--- src/rtl/fpu_pkg.sv ---
// Shared op bit indices, per-op execute latencies and FSM state codes for the FP issue controller.
package fpu_pkg;

  localparam int OP_W = 10;

  localparam int OP_FADD  = 0;
  localparam int OP_FSUB  = 1;
  localparam int OP_FMUL  = 2;
  localparam int OP_FDIV  = 3;
  localparam int OP_FSQRT = 4;
  localparam int OP_FMAX  = 5;
  localparam int OP_FMIN  = 6;
  localparam int OP_FEQ   = 7;
  localparam int OP_FLT   = 8;
  localparam int OP_FLEQ  = 9;

  localparam logic [OP_W-1:0] OH_FADD  = OP_W'(1) << OP_FADD;
  localparam logic [OP_W-1:0] OH_FSUB  = OP_W'(1) << OP_FSUB;
  localparam logic [OP_W-1:0] OH_FMUL  = OP_W'(1) << OP_FMUL;
  localparam logic [OP_W-1:0] OH_FDIV  = OP_W'(1) << OP_FDIV;
  localparam logic [OP_W-1:0] OH_FSQRT = OP_W'(1) << OP_FSQRT;
  localparam logic [OP_W-1:0] OH_FMAX  = OP_W'(1) << OP_FMAX;
  localparam logic [OP_W-1:0] OH_FMIN  = OP_W'(1) << OP_FMIN;
  localparam logic [OP_W-1:0] OH_FEQ   = OP_W'(1) << OP_FEQ;
  localparam logic [OP_W-1:0] OH_FLT   = OP_W'(1) << OP_FLT;
  localparam logic [OP_W-1:0] OH_FLEQ  = OP_W'(1) << OP_FLEQ;

  localparam logic [3:0] LAT_ADD  = 4'd2;
  localparam logic [3:0] LAT_MUL  = 4'd3;
  localparam logic [3:0] LAT_DIV  = 4'd8;
  localparam logic [3:0] LAT_SQRT = 4'd8;
  localparam logic [3:0] LAT_CMP  = 4'd1;

  localparam logic [1:0] ST_IDLE = 2'd0;
  localparam logic [1:0] ST_READ = 2'd1;
  localparam logic [1:0] ST_EXEC = 2'd2;
  localparam logic [1:0] ST_WB   = 2'd3;

  function automatic logic is_onehot(input logic [OP_W-1:0] v);
    return (v != '0) && ((v & (v - OP_W'(1))) == '0);
  endfunction

endpackage

--- src/rtl/fpu_lat_lut.sv ---
// Execute-latency lookup: one-hot op in, cycles in EXEC out; zero for none or multi-hot.
// Purely combinational, no backpressure.
module fpu_lat_lut
  import fpu_pkg::*;
(
  input  logic [OP_W-1:0] i_op,
  output logic [3:0]      o_lat
);

  always_comb begin
    o_lat = 4'd0;
    case (i_op)
      OH_FADD, OH_FSUB:                          o_lat = LAT_ADD;
      OH_FMUL:                                   o_lat = LAT_MUL;
      OH_FDIV:                                   o_lat = LAT_DIV;
      OH_FSQRT:                                  o_lat = LAT_SQRT;
      OH_FMAX, OH_FMIN, OH_FEQ, OH_FLT, OH_FLEQ: o_lat = LAT_CMP;
      default:                                   o_lat = 4'd0;
    endcase
  end

endmodule

--- src/rtl/fpu_issue_ctrl.sv ---
// FP issue FSM IDLE->READ->EXEC(L)->WB, one instruction in flight; accept->WB latency 2+L.
// in_ready only in IDLE; upstream holds the instruction until accepted.
module fpu_issue_ctrl
  import fpu_pkg::*;
#(
  parameter int CNT_W = 16
) (
  input  logic             clk,
  input  logic             rst,
  input  logic             in_valid,
  output logic             in_ready,
  input  logic [OP_W-1:0]  op_en,
  input  logic [4:0]       rs1,
  input  logic [4:0]       rs2,
  input  logic [4:0]       rd,
  output logic             rd_en,
  output logic [4:0]       rs1_q,
  output logic [4:0]       rs2_q,
  output logic [OP_W-1:0]  unit_start,
  output logic             wr_en,
  output logic [4:0]       wr_addr,
  output logic             busy,
  output logic             illegal,
  output logic [CNT_W-1:0] op_count
);

  localparam logic [CNT_W-1:0] CNT_ONE = {{(CNT_W-1){1'b0}}, 1'b1};

  logic [1:0]       r_state;
  logic [OP_W-1:0]  r_op;
  logic [4:0]       r_rs1;
  logic [4:0]       r_rs2;
  logic [4:0]       r_rd;
  logic [3:0]       r_cnt;
  logic             r_first;
  logic             r_illegal;
  logic [CNT_W-1:0] r_op_count;

  logic [3:0]       w_lat;
  logic             w_idle;
  logic             w_multi;

  fpu_lat_lut u_lat (
    .i_op  (r_op),
    .o_lat (w_lat)
  );

  assign w_idle  = (r_state == ST_IDLE);
  assign w_multi = in_valid && (op_en != '0) && !is_onehot(op_en);

  always_ff @(posedge clk or negedge rst) begin
    if (!rst) begin
      r_state    <= ST_IDLE;
      r_op       <= '0;
      r_rs1      <= '0;
      r_rs2      <= '0;
      r_rd       <= '0;
      r_cnt      <= '0;
      r_first    <= 1'b0;
      r_illegal  <= 1'b0;
      r_op_count <= '0;
    end else begin
      r_illegal <= w_idle && w_multi;
      case (r_state)
        ST_IDLE: begin
          if (in_valid && is_onehot(op_en)) begin
            r_op    <= op_en;
            r_rs1   <= rs1;
            r_rs2   <= rs2;
            r_rd    <= rd;
            r_state <= ST_READ;
          end
        end
        ST_READ: begin
          // Load L-1 so a count of zero marks the final EXEC cycle.
          r_cnt   <= w_lat - 4'd1;
          r_first <= 1'b1;
          r_state <= ST_EXEC;
        end
        ST_EXEC: begin
          r_first <= 1'b0;
          if (r_cnt == 4'd0) begin
            r_state <= ST_WB;
          end else begin
            r_cnt <= r_cnt - 4'd1;
          end
        end
        ST_WB: begin
          r_op_count <= r_op_count + CNT_ONE;
          r_state    <= ST_IDLE;
        end
        default: r_state <= ST_IDLE;
      endcase
    end
  end

  assign in_ready   = w_idle;
  assign busy       = !w_idle;
  assign rd_en      = (r_state == ST_READ);
  assign rs1_q      = rd_en ? r_rs1 : 5'd0;
  assign rs2_q      = rd_en ? r_rs2 : 5'd0;
  assign unit_start = ((r_state == ST_EXEC) && r_first) ? r_op : '0;
  assign wr_en      = (r_state == ST_WB);
  assign wr_addr    = wr_en ? r_rd : 5'd0;
  assign illegal    = r_illegal;
  assign op_count   = r_op_count;

endmodule

--- config.mk ---
export PLATFORM = sky130hd
export DESIGN_NAME = fpu_issue_ctrl
export DESIGN_NICKNAME = d
export VERILOG_FILES = /design/src/rtl/fpu_pkg.sv /design/src/rtl/fpu_lat_lut.sv /design/src/rtl/fpu_issue_ctrl.sv
export SDC_FILE = /design/constraint.sdc
export NUM_CORES = 1
export LEC_CHECK = 0
export ABC_AREA = 1
export ABC_CLOCK_PERIOD_IN_PS = 1900
export BUFFER_PORTS_ARGS = -buffer_cell sky130_fd_sc_hd__clkbuf_2
export CORE_MARGIN = 10
export CORE_UTILIZATION = 40
export DETAILED_ROUTE_END_ITERATION = 6
export PLACE_DENSITY = 0.75
export SKIP_CTS_REPAIR_TIMING = 1
export SYNTH_ARGS = -nofsm -noshare
export SYNTH_HDL_FRONTEND = slang
export SYNTH_HIERARCHICAL = 1
export SYNTH_SLANG_ARGS = --single-unit
--- constraint.sdc ---
create_clock -name clk -period 1.9 [get_ports clk]
set_clock_uncertainty 0.2 [all_clocks]
set_input_delay 0 -clock clk [delete_from_list [all_inputs] [get_ports clk]]
set_output_delay 0 -clock clk [all_outputs]
set_load 0.05 [all_outputs]
==> results of run 1 <==
routing by layer:
metal	share of wire, %	wire length (µm)	GRT usage, %	up-vias
met5	0	0	0	-
met4	2.8	222	3.725	0
met3	5.2	408	4.202	18
met2	51	4015	21.87	81
met1	41	3183	14.20	1304
li1	-	-	-	1377
flip-flops by register name, summed over array words and instances (netlist names):
signal / cells
r_cnt: 4
op_count: 16
r_rs2: 5
illegal: 1
r_op: 10
r_first: 1
r_rs1: 5
r_state: 2
r_rd: 5
worst reg2reg max path: cells and delay by family, from the launching register on:
kind / cells / cell delay, ns
simple gates: 2 / 0.33
fa+ha+maj: 2 / 0.34
xor+xnor: 1 / 0.14
buf+inv: 3 / 0.20
compound gates: 2 / 0.19
flops: 1 / 0.45
power groups by stage:
stage / Clock (mW) / Combinational (mW) / Sequential [mW]
2_1_floorplan: 0 / 1.15 / 1.57
3_3_place_gp: 0 / 1.81 / 1.39
3_5_place_dp: 0 / 1.85 / 1.40
4_1_cts: 0.672 / 1.85 / 1.38
5_1_grt: 0.723 / 2.24 / 1.43
6_report: 0.655 / 2.04 / 1.40
worst paths after layout:
path | start | slack [ns] | end | cells after the start
max | r_state[1] | -0.02 | busy | 5
min | op_en[7] | 0.04 | illegal | 7
max reg2reg | r_state[0] | -0.01 | r_cnt[2] | 10
min reg2reg | op_count[15] | 0.27 | op_count[15] | 1
max in group asynchronous | rst | 0.47 | op_count[12] | 3
min in group asynchronous | rst | 0.06 | op_count[3] | 3
stage by stage:
step | setup TNS [ns] | hold slack, ns | total power, mW
4_1_cts | -2.319 | -0.5562 | 3.902
5_1_grt | -1.089 | 0.06601 | 4.388
3_5_place_dp | -0.07080 | -0.2105 | 3.242
3_3_place_gp | 0 | -0.2194 | 3.194
6_report | -0.02994 | 0.04368 | 4.092
2_1_floorplan | -0.1403 | -0.4956 | 2.723
kinds of logic after synthesis:
family / synth area share [%]
simple gates: 36.27
buf+inv: 10.47
other cells: 0.1286
xor+xnor: 5.107
flops: 42.06
compound gates: 3.004
fa+ha+maj: 2.575
mux: 0.3862
cell usage after synthesis, drive strengths merged:
cell type	count	area (µm²)
nand3	16	97.60
dfrtp	49	1226
and2	1	8.760
o21ai	8	40.04
a21boi	1	11.26
nand3b	1	7.510
nand4	28	175.2
o21a	1	7.510
a21oi	4	20.02
or2	1	6.260
o41ai	1	8.760
clkbuf	3	11.26
nor3b	1	7.510
nor2	40	197.7
nand2	117	551.8
inv	51	191.4
ha	6	75.07
nor3	1	5.000
conb	1	3.750
buf	12	102.6
mux2	1	11.26
xor2	13	113.9
xnor2	4	35.03
area by class of cell:
class / count / area (µm²)
fillers: 646 / 3069
multi-input cells: 246 / 1503
flip-flops and latches: 49 / 1231
repair buffers: 133 / 957.2
inverters: 51 / 191.4
well taps: 99 / 123.9
clock buffers: 5 / 68.82
clock inverters: 3 / 26.28
diodes: 2 / 5.005
==> out/qor.yml, run 1 <==
global_routing:
  grt_pass1_wl_mm: 11.75
  grt_max_degree: 26
  antenna_found_initial: 2
  track_usage_pct: 12.54
  grt_pass1_vias: 2640
  overflow: 0
clock_tree:
  clk_latency_ns: 0.31
  cts_buffers: 5
  tritoncts_num_sinks: 49
  clkTransAtPathRegs_ns: 0.10
  htreeDepth: 2
  cts-root-buf: "clkbuf_8"
  cts_buffer_depth: 2
  cts_tree: "done"
yosys:
  synth_cell_types: 33
  yosysWarnings: 6
  syn_area_per_cell_um2: 8.076
  yosysSeqAreaShare_pct: 42.06
  syn_inst: 361
  syn_area_um2: 2915
  syn_nets: 395
  ys_ff_latch: 49
timing:
  fin_ws_ns: -0.01683
  period_share_pct: 100.9
  slew_viol_final: 0
  final_hold_viol_count: 0
  rsz0062_at_grt: "yes"
  fmax_ghz: 0.5217
  timing.final.crit_period_ns: 1.917
  setup_viol: 2
  tightestPinTransition_ns: 0.5668
  slew_headroom_pct: 62.09
finish:
  fin_util_pct: 57.23
  layout.cells.non_filler: 588
  nets: 520
  layout_common_cells: "nand2_1, clkbuf_2, inv_1, dfrtp_1, nand2_2"
  area_growth_pct: 40.86
  drive_gt1_share_pct: 40.45
  final_common_cell: "nand2_1"
  design_area_um2: 4106
critical_path:
  cp_top_family: "buffers and inverters"
  worstPathCellList: "inv_1 > ha_2 > buf_4 > inv_2 > clkbuf_2"
  slowest_stage: "dfrtp_2"
  path_max_fanout: 12
  criticalPathCategory: "register to primary output"
  critPathMaxStageDelay_ns: 0.45
  crit_buf_inv: 4
  cp.required_ns: 1.70
  cp-end-kind: "primary output"
  start_kind: "register"
  cp.arrival_ns: 1.72
min_path:
  min_path_type: "input pin to register"
power_and_ir_drop:
  power.switching_mw: 1.875
  pwr-share-comb_pct: 49.8
  ir_worst_vdd_v: 0.0004092
  p_sw_share_pct: 45.81
  power.density_nw_per_um2: 996.5
  power_frac_seq_pct: 34.2
  p_int_mw: 2.217
  pwr-share-clk_pct: 16.0
  p_leak_nw: 2.151
floorplanning:
  ios: 74
  die_h_um: 105.4
  fp.dieArea_um2: 11100
  fp-row-count: 31
  start_util_pct: 40.63
  fp.dieW_um: 105.4
  core_area_um2: 7176
routing:
  via_per_inst: 4.728
  num_vias: 2780
  wl_per_cell_um: 13.32
  drt-total-wl_mm: 7.830
  drt_iter0_drc: 142
  detail-route-antenna-nets: 0
  first_pass_iters: 4
  drc_errors: 0
placed_design:
  io_buffer_count: 73
  placed_area_um2: 3525
  hpwlAfterDp_mm: 5.664
  place_ws_ns: -0.07080
  dp_cells: 542
  routabilityCongestion: 0.8463
run_status:
  status: "complete, but fails checks"
  violations: "setup timing"
run:
  maxCapViolCount: 0
Power figures use the tool's default switching activity.
==> inputs of run 2 (changes only) <==
Settings changed: CORE_UTILIZATION 40 to 48, PLACE_DENSITY 0.75 to 0.86.
==> run 2 against run 1 <==
- the run still ends with setup timing left
- clock power fell by 4.0%
- final cell count fell by 5.3%
- combinational power rose by 4%
- die area fell by 14%
- sequential share of layout area barely moved
- global-route usage rose by 1.7 points
- fmax fell by 0.43%
- utilization rose by 12 points
- critical path depth rose by 5
- critical endpoint is now r_cnt[2]
- largest power group unchanged
==> out/qor.yml, run 2 (synthesis gave the netlist of run 1 again) <==
run_status:
  status: "complete, but fails checks"  # unchanged
  violations: "setup timing"  # unchanged
critical_path:
  crit_top_cell: "inv_2"
  cp.required_ns: 1.93  # was 1.70 ns
  cp-end-kind: "register"  # was primary output
  slowest_stage: "dfrtp_2"  # unchanged
  path_max_fanout: 4  # was 12
  worstPathCellList: "inv_2 > ha_4 > inv_2 > or2_2 > o21a_1 > inv_1 > ha_2 > xor2_1 > nand2_1 > o21ai_1"  # was inv_1 > ha_2 > buf_4 > inv_2 > clkbuf_2
  critPathMaxStageDelay_ns: 0.47  # was 0.45 ns
  criticalPathCategory: "register to register"  # was register to primary output
  worstRegToRegCells: 10  # unchanged
  start_kind: "register"  # unchanged
  cp.arrival_ns: 1.95  # was 1.72 ns
power_and_ir_drop:
  power.density_nw_per_um2: 1012  # was 996.5 nW/µm²
  p_leak_nw: 2.142  # was 2.151 nW
  finalPower_mw: 4.162  # was 4.092 mW
  ir_worst_vdd_v: 0.0007182  # was 0.0004092 V
clock_tree:
  clkTransAtPathRegs_ns: 0.10  # about the same
  cts_buffers: 5  # unchanged
  tritoncts_num_sinks: 49  # unchanged
  cts-root-buf: "clkbuf_8"  # unchanged
  cts_buffer_depth: 2  # unchanged
  clk_latency_ns: 0.31  # about the same
  cts_tree: "done"  # unchanged
  htreeDepth: 2  # unchanged
global_routing:
  track_usage_pct: 14.21  # was 12.54%
  grt_pass1_wl_mm: 11.60  # was 11.75 mm
  grt_pass1_vias: 2496  # was 2640
  overflow: 0  # unchanged
  antenna_found_initial: 0  # was 2
  grt_max_degree: 28  # was 26
timing:
  slew_headroom_pct: 58.09  # was 62.09%
  rsz0062_at_grt: "yes"  # unchanged
  setup-tns-final_ns: -0.02503  # was -0.02994 ns
  tightestPinTransition_ns: 0.6286  # was 0.5668 ns
  whs_ns: 0.02906  # was 0.04368 ns
  fmax_ghz: 0.5195  # was 0.5217 GHz
  slew_viol_final: 0  # unchanged
  setup_viol: 1  # was 2
  timing.final.crit_period_ns: 1.925  # was 1.917 ns
  final_hold_viol_count: 0  # unchanged
  period_share_pct: 101.3  # was 100.9%
  fin_ws_ns: -0.02503  # was -0.01683 ns
finish:
  drive_gt1_share_pct: 42.32  # was 40.45%
  area_growth_pct: 41.12  # was 40.86%
  diodes: 0  # was 2
  layout_common_cells: "nand2_1, clkbuf_2, inv_1, nand2_2, dfrtp_1"  # was nand2_1, clkbuf_2, inv_1, dfrtp_1, nand2_2
  largest_reg_flops: 16  # unchanged
  fillCellCount: 456  # was 646
  final_common_cell: "nand2_1"  # unchanged
  nets: 515  # was 520
placed_design:
  io_buffer_count: 73  # unchanged
  routabilityCongestion: 0.8167  # was 0.8463
  hpwlAfterDp_mm: 5.595  # was 5.664 mm
  place_ws_ns: -0.06663  # was -0.07080 ns
routing:
  drc_errors: 0  # unchanged
  route.met2.wl_mm: 3.927  # was 4.015 mm
  wl_met3_um: 408  # unchanged
  via_per_inst: 4.898  # was 4.728
  drt-total-wl_mm: 7.710  # was 7.830 mm
  detail-route-antenna-nets: 0  # unchanged
  wl_per_cell_um: 13.84  # was 13.32 µm
  first_pass_iters: 4  # unchanged
  wl_met1_mm: 3.263  # was 3.183 mm
  drt_iter0_drc: 152  # was 142
  num_vias: 2728  # was 2780
  highest_layer: "met4"  # unchanged
floorplanning:
  die_h_um: 97.93  # was 105.4 µm
  fp.dieArea_um2: 9590  # was 11100 µm²
  ios: 74  # unchanged
  fp.dieW_um: 97.93  # was 105.4 µm
  fp-row-count: 28  # was 31
  start_util_pct: 49.24  # was 40.63%
  core_area_um2: 5921  # was 7176 µm²
min_path:
  min_path_type: "input pin to asynchronous set/reset pin"  # was input pin to register
run:
  maxCapViolCount: 0  # unchanged
==> run 2: routing by layer <==
metal | vias up | global-route usage, %
li1 | 1363 | -
met1 | 1278 | 17.21
met4 | 0 | 3.691
met3 | 10 | 5.356
met5 | - | 0
met2 | 77 | 23.15
==> run 2: final timing paths <==
path / slack [ns] / startpoint / endpoint
setup reg to reg: -0.03 / r_state[0] / r_cnt[2]
setup / recovery: -0.03 / r_state[0] / r_cnt[2]
min in group clk: 0.06 / op_en[7] / illegal
max in group asynchronous: 0.89 / rst / r_state[0]
hold reg to reg: 0.29 / r_rs1[4] / r_rs1[4]
hold / removal: 0.03 / rst / op_count[9]
==> run 2: cell type report <==
type | count | area [µm²] | share of cell area (%)
Sequential cell | 49 | 1234 | 29.99
Inverter | 51 | 191.4 | 4.653
Tap cell | 75 | 93.84 | 2.281
Multi-Input combinational cell | 246 | 1545 | 37.56
Timing Repair Buffer | 128 | 958.4 | 23.30
Clock buffer | 5 | 68.82 | 1.673
Clock inverter | 3 | 22.52 | 0.5474
==> run 2: report_power, final <==
group / leakage [nW] / switching (mW) / total (mW) / internal, mW
Combinational: 1.44 / 1.35 / 2.12 / 0.765
Clock: 0.0481 / 0.367 / 0.629 / 0.262
Sequential: 0.649 / 0.189 / 1.42 / 1.23
Total: 2.14 / 1.91 / 4.16 / 2.25
==> run 2: through the flow <==
stage          cells  util [%]  area [µm²]
2_1_floorplan    361         -        2975
3_3_place_gp     517     59.11        3500
3_5_place_dp     517     59.11        3500
4_1_cts          525     60.65        3591
5_1_grt          557     69.48        4114
6_report         557     69.48        4114
==> run 2: critical path: cells and delay by family, from the launching register on <==
family | cells | cell delay [ns]
flops | 1 | 0.47
compound gates | 2 | 0.20
xor+xnor | 1 | 0.14
simple gates | 2 | 0.33
buf+inv | 3 | 0.20
fa+ha+maj | 2 | 0.31
